$ cat src/rtl/boot_wb_loader.sv
// boot_wb_loader: streams a boot image into RAM over a Wishbone B3 classic master
// while holding the CPU in reset, then releases the reset after a programmable hold.
module boot_wb_loader #(
    parameter logic [31:0] BASE_ADDR   = 32'h0000_0000,
    parameter logic [31:0] MAX_WORDS   = 32'h0080_0000,
    parameter int unsigned RST_HOLD    = 16,
    parameter int unsigned ACK_TIMEOUT = 255
) (
    input  logic        wb_clk_i,
    input  logic        wb_rstn_i,
    input  logic        src_valid_i,
    input  logic [31:0] src_data_i,
    input  logic        src_last_i,
    input  logic        src_skip_i,
    output logic        src_ready_o,
    output logic [31:0] wbm_adr_o,
    output logic [31:0] wbm_dat_o,
    output logic [3:0]  wbm_sel_o,
    output logic        wbm_we_o,
    output logic        wbm_cyc_o,
    output logic        wbm_stb_o,
    input  logic        wbm_ack_i,
    input  logic        wbm_err_i,
    output logic        cpu_rst_o,
    output logic        done_o,
    output logic        err_o,
    output logic [31:0] word_cnt_o
);
    typedef enum logic [2:0] {IDLE, LOAD, WRITE, HOLD, RUN, ERROR} state_t;

    localparam logic [7:0] TMO_LAST = 8'(ACK_TIMEOUT - 1);

    state_t      state_q, state_d;
    logic [31:0] adr_q, adr_d, dat_q, dat_d, cnt_q, cnt_d, hold_q, hold_d;
    logic [3:0]  sel_q, sel_d;
    logic [7:0]  tmo_q, tmo_d;
    logic        cyc_q, cyc_d, last_q, last_d, rst_q, rst_d, done_q, done_d, err_q, err_d;

    always_comb begin
        state_d = state_q;
        adr_d   = adr_q;
        dat_d   = dat_q;
        sel_d   = sel_q;
        cnt_d   = cnt_q;
        hold_d  = hold_q;
        tmo_d   = tmo_q;
        cyc_d   = cyc_q;
        last_d  = last_q;
        rst_d   = rst_q;
        done_d  = done_q;
        err_d   = err_q;
        case (state_q)
            IDLE: state_d = LOAD;
            LOAD: begin
                if (src_valid_i) begin
                    adr_d   = BASE_ADDR + {cnt_q[29:0], 2'b00};
                    dat_d   = src_data_i;
                    sel_d   = 4'hF;
                    cyc_d   = 1'b1;
                    last_d  = src_last_i;
                    tmo_d   = '0;
                    state_d = WRITE;
                end else if (src_skip_i) begin
                    hold_d  = 32'(RST_HOLD);
                    state_d = HOLD;
                end
            end
            WRITE: begin
                // a bus error beats a simultaneous ack; timeout only fires with neither present
                if (wbm_err_i || (!wbm_ack_i && tmo_q == TMO_LAST)) begin
                    cyc_d   = 1'b0;
                    err_d   = 1'b1;
                    state_d = ERROR;
                end else if (wbm_ack_i) begin
                    cyc_d   = 1'b0;
                    cnt_d   = cnt_q + 32'd1;
                    hold_d  = 32'(RST_HOLD);
                    state_d = (last_q || cnt_d == MAX_WORDS) ? HOLD : LOAD;
                end else begin
                    tmo_d = tmo_q + 8'd1;
                end
            end
            HOLD: begin
                if (hold_q == '0) begin
                    rst_d   = 1'b0;
                    done_d  = 1'b1;
                    state_d = RUN;
                end else begin
                    hold_d = hold_q - 32'd1;
                end
            end
            default: ;
        endcase
    end

    always_ff @(posedge wb_clk_i or negedge wb_rstn_i) begin
        if (!wb_rstn_i) begin
            state_q <= IDLE;
            adr_q   <= '0;
            dat_q   <= '0;
            sel_q   <= '0;
            cnt_q   <= '0;
            hold_q  <= '0;
            tmo_q   <= '0;
            cyc_q   <= 1'b0;
            last_q  <= 1'b0;
            rst_q   <= 1'b1;
            done_q  <= 1'b0;
            err_q   <= 1'b0;
        end else begin
            state_q <= state_d;
            adr_q   <= adr_d;
            dat_q   <= dat_d;
            sel_q   <= sel_d;
            cnt_q   <= cnt_d;
            hold_q  <= hold_d;
            tmo_q   <= tmo_d;
            cyc_q   <= cyc_d;
            last_q  <= last_d;
            rst_q   <= rst_d;
            done_q  <= done_d;
            err_q   <= err_d;
        end
    end

    assign src_ready_o = (state_q == LOAD);
    assign wbm_adr_o   = adr_q;
    assign wbm_dat_o   = dat_q;
    assign wbm_sel_o   = sel_q;
    assign wbm_we_o    = cyc_q;
    assign wbm_cyc_o   = cyc_q;
    assign wbm_stb_o   = cyc_q;
    assign cpu_rst_o   = rst_q;
    assign done_o      = done_q;
    assign err_o       = err_q;
    assign word_cnt_o  = cnt_q;
endmodule

$ cat config.mk
export PLATFORM = sky130hd
export DESIGN_NAME = boot_wb_loader
export DESIGN_NICKNAME = d
export VERILOG_FILES = /design/src/rtl/boot_wb_loader.sv
export SDC_FILE = /design/constraint.sdc
export NUM_CORES = 1
export LEC_CHECK = 0
export ABC_AREA = 1
export ABC_CLOCK_PERIOD_IN_PS = 2600
export CORE_MARGIN = 2
export CORE_UTILIZATION = 52
export DETAILED_ROUTE_END_ITERATION = 6
export PLACE_DENSITY = 0.79
export SYNTH_ARGS = -nofsm -noshare
export SYNTH_HDL_FRONTEND = slang
export SYNTH_SLANG_ARGS = --single-unit
$ cat constraint.sdc
create_clock -name wb_clk_i -period 2.6 [get_ports wb_clk_i]
set_input_delay 0.26 -clock wb_clk_i [delete_from_list [all_inputs] [get_ports wb_clk_i]]
set_output_delay 0.26 -clock wb_clk_i [all_outputs]
set_load 0.05 [all_outputs]
==> impl_metrics.py <==
metrics = {
    "yosys": {
        "syn-cell-area_um2": 7440,
        "yosysWarningCount": 0,
        "async_reset_ff_share_pct": 100,
        "synth-main-ff-cell": "dfrtp_1",
        "synth.distinct_cells": 38,
        "seq_area_frac_synth_pct": 48.1,
        "ys_ff_latch": 143,
        "netlist_instances": 974,
        "synth_edf_count": 0,
        "syn_avg_cell_area_um2": 7.64,
    },
    "finish": {
        "area.sequential_um2": 3580,
        "stdcell_area_um2": 9630,
        "fill_cells": 1132,
        "drive_above_1_share_pct": 7.09,
        "syn2layout_area_growth_pct": 29.4,
        "final_common_cell": "nand2_1",
        "diodes": 0,
        "final_net_count": 1159,
        "final_cell_mix": "nand2_1 (358), dfrtp_1 (142), clkdlybuf4s50_1 (142)",
        "multiInputGateArea_um2": 3410,
    },
    "cts": {
        "clk_latency_ns": 0.42,
        "numCtsBuffers": 17,
        "h-tree-depth": 4,
        "root_buffer": "clkbuf_16",
        "clkTransAtPathRegs_ns": 0.06,
        "cts_buffer_depth": 2,
        "cts_tree": "done",
        "cts_setup_buffers": 0,
        "post_cts_resized": 0,
        "clkSinkCount": 143,
    },
    "timing": {
        "fin_crit_ns": 2.19,
        "worstMarginPinSlew_ns": 0.657,
        "finalSetupViolCount": 0,
        "final_hold_viol_count": 0,
        "rsz0062_at_grt": "no",
        "slew_violations": 0,
        "tns_ns": 0,
        "relSlewSlack_pct": 56.2,
        "fin_crit_sh_pct": 84.2,
        "fin_skew_ns": 0.00973,
        "timing.fmax_mhz": 457,
    },
    "placement": {
        "place_congestion": 0.955,
        "hpwl_um": 13300,
        "io_buffers": 143,
        "placed_area_um2": 9050,
    },
    "detailed_routing": {
        "post_drt_wl_per_cell_um": 13.8,
        "wl_um": 18000,
        "vias": 6791,
        "drc": 0,
        "dr.pass1.iters": 7,
        "routed_via_density": 5.19,
        "drt_iter0_markers": 608,
        "antenna_left": 0,
    },
    "worst_setup_path": {
        "crit_buf_inv": 2,
        "cpPeakStageDelay_ns": 0.81,
        "worst-setup-path-type": "register to output pin",
        "rr_startpoint": "word_cnt_o[1]$_DFFE_PN0P_",
        "worst_ep_arrival_time_ns": 1.93,
        "worstSetupEndpoint": "src_ready_o",
        "crit_path_end_kind": "output pin",
        "r2r_slack_ns": 0.42,
        "cp-start-kind": "register",
        "critPathMaxFanout": 3,
        "worstPathCellList": "nor2_2, inv_2, nor2_4, clkdlybuf4s50_1",
        "critical_path_required_ns": 2.34,
        "r2r-end": "state_q[1]$_DFFE_PN0P_",
        "r2r_cells": 17,
        "cp_num_cells": 4,
        "cpLargestDelayFamily": "buffers and inverters",
        "crit_slowest_cell": "clkdlybuf4s50_1",
        "crit_start": "state_q[2]$_DFFE_PN0P_",
    },
    "hold_path": {
        "hold_path_class": "input pin to register",
    },
    "global_route": {
        "overflow": 0,
        "gr-usage-all-layers_pct": 25.1,
        "grt_max_degree": 92,
        "grt_pass1_wl_um": 30000,
        "antenna_found_initial": 0,
        "grt_pass1_vias": 6245,
    },
    "floorplan": {
        "rows": 43,
        "initial_core_util_pct": 53.4,
        "dieWidth_um": 124,
        "core_area_um2": 13900,
        "die_h_um": 124,
        "dieArea_um2": 15300,
        "io_pins": 146,
    },
    "job": {
        "maxCapViolCount": 0,
    },
    "run_status": {
        "status": "completed",
    },
    "power": {
        "peakVddDrop_mv": 0.431,
        "leakage_nw": 4.63,
        "p_per_area_nw_per_um2": 559,
    },
}
-- cell type report --
class,count,share of cell area (%)
clock inverters,12,1.12
inverters,75,2.92
clock buffers,20,4.74
multi-input cells,723,35.4
flip-flops and latches,143,37.2
well taps,180,2.34
repair buffers,156,16.3
-- synthesized netlist by cell type (9+ instances only) --
cell	instances	area (um^2)
nand2_1	358	1340
dfrtp_1	142	3550
nor2_1	117	439
inv_1	68	255
o21ai_0	67	335
nand3_1	40	200
o31ai_1	24	180
xor2_1	24	210
nand4_1	18	113
clkbuf_1	17	63.8
buf_4	12	90.1
xnor2_1	9	78.8
-- kinds of logic after synthesis --
logic type      after synthesis  synth area share (%)
xor+xnor                     33                  3.88
other cells                   1                0.0504
flops                       143                  48.1
buf+inv                     109                  6.14
compound gates              115                  9.11
fa+ha+maj                     4                 0.673
simple gates                569                  32.0
-- tightest hold or removal path, delay by kind of cell --
family | cells | cell delay (ns)
buf+inv | 1 | 0.39
simple gates | 2 | 0.10
-- report_power, final --
part           internal (mW)  switching [mW]
Sequential              2.31          0.0686
Clock                   1.37           0.939
Combinational          0.236           0.469
-- flip-flops by register name, indices dropped and copies added, names as in the netlist --
name        flops
word_cnt_o     32
last_q          1
state_q         3
err_o           1
wbm_adr_o      30
wbm_dat_o      32
hold_q         32
done_o          1
tmo_q           8
wbm_sel_o       1
wbm_cyc_o       1
cpu_rst_o       1
-- routing by layer --
layer / vias up / share of wire, % / track usage (%) / routed length [um]
met5: - / 0 / 0 / 0
met4: 0 / 1.6 / 7.60 / 280
met3: 28 / 6.1 / 5.17 / 1100
met2: 203 / 46 / 39.5 / 8260
met1: 3162 / 46 / 35.2 / 8360
li1: 3398 / - / - / -
-- how the worst min path moves through the flow --
stage | start | endpoint | slack, ns | cells past startpoint
2_1_floorplan | wb_rstn_i | done_o$_DFFE_PN0P_ | -0.04 | 0
3_3_place_gp | wb_rstn_i | wbm_adr_o[25]$_DFFE_PN0P_ | 0.32 | 1
3_5_place_dp | wb_rstn_i | wbm_adr_o[25]$_DFFE_PN0P_ | 0.33 | 1
4_1_cts | src_data_i[17] | wbm_dat_o[17]$_DFFE_PN0P_ | 0.36 | 3
5_1_grt | src_data_i[15] | wbm_dat_o[15]$_DFFE_PN0P_ | 0.37 | 3
6_report | src_data_i[21] | wbm_dat_o[21]$_DFFE_PN0P_ | 0.38 | 3
-- through the flow --
step	hold slack [ns]	power, mW	util, %	instances	setup WS [ns]
after detailed placement	0.326	3.12	65.0	1276	0.400
after CTS	0.362	5.44	69.1	1309	0.389
after floorplan	-0.0356	2.82	-	975	0.401
after global placement	0.320	3.11	65.0	1276	0.458
final	0.376	5.39	69.1	1309	0.410
after global routing	0.374	5.59	69.1	1309	0.0866
-- timing repair --
action | CTS | global route
endpoints found under the setup margin | 0 | 0
hold buffers | 1 | 0
endpoints found under the hold margin | 69 | 0
Note: power is estimated with default switching activity, not from simulation.
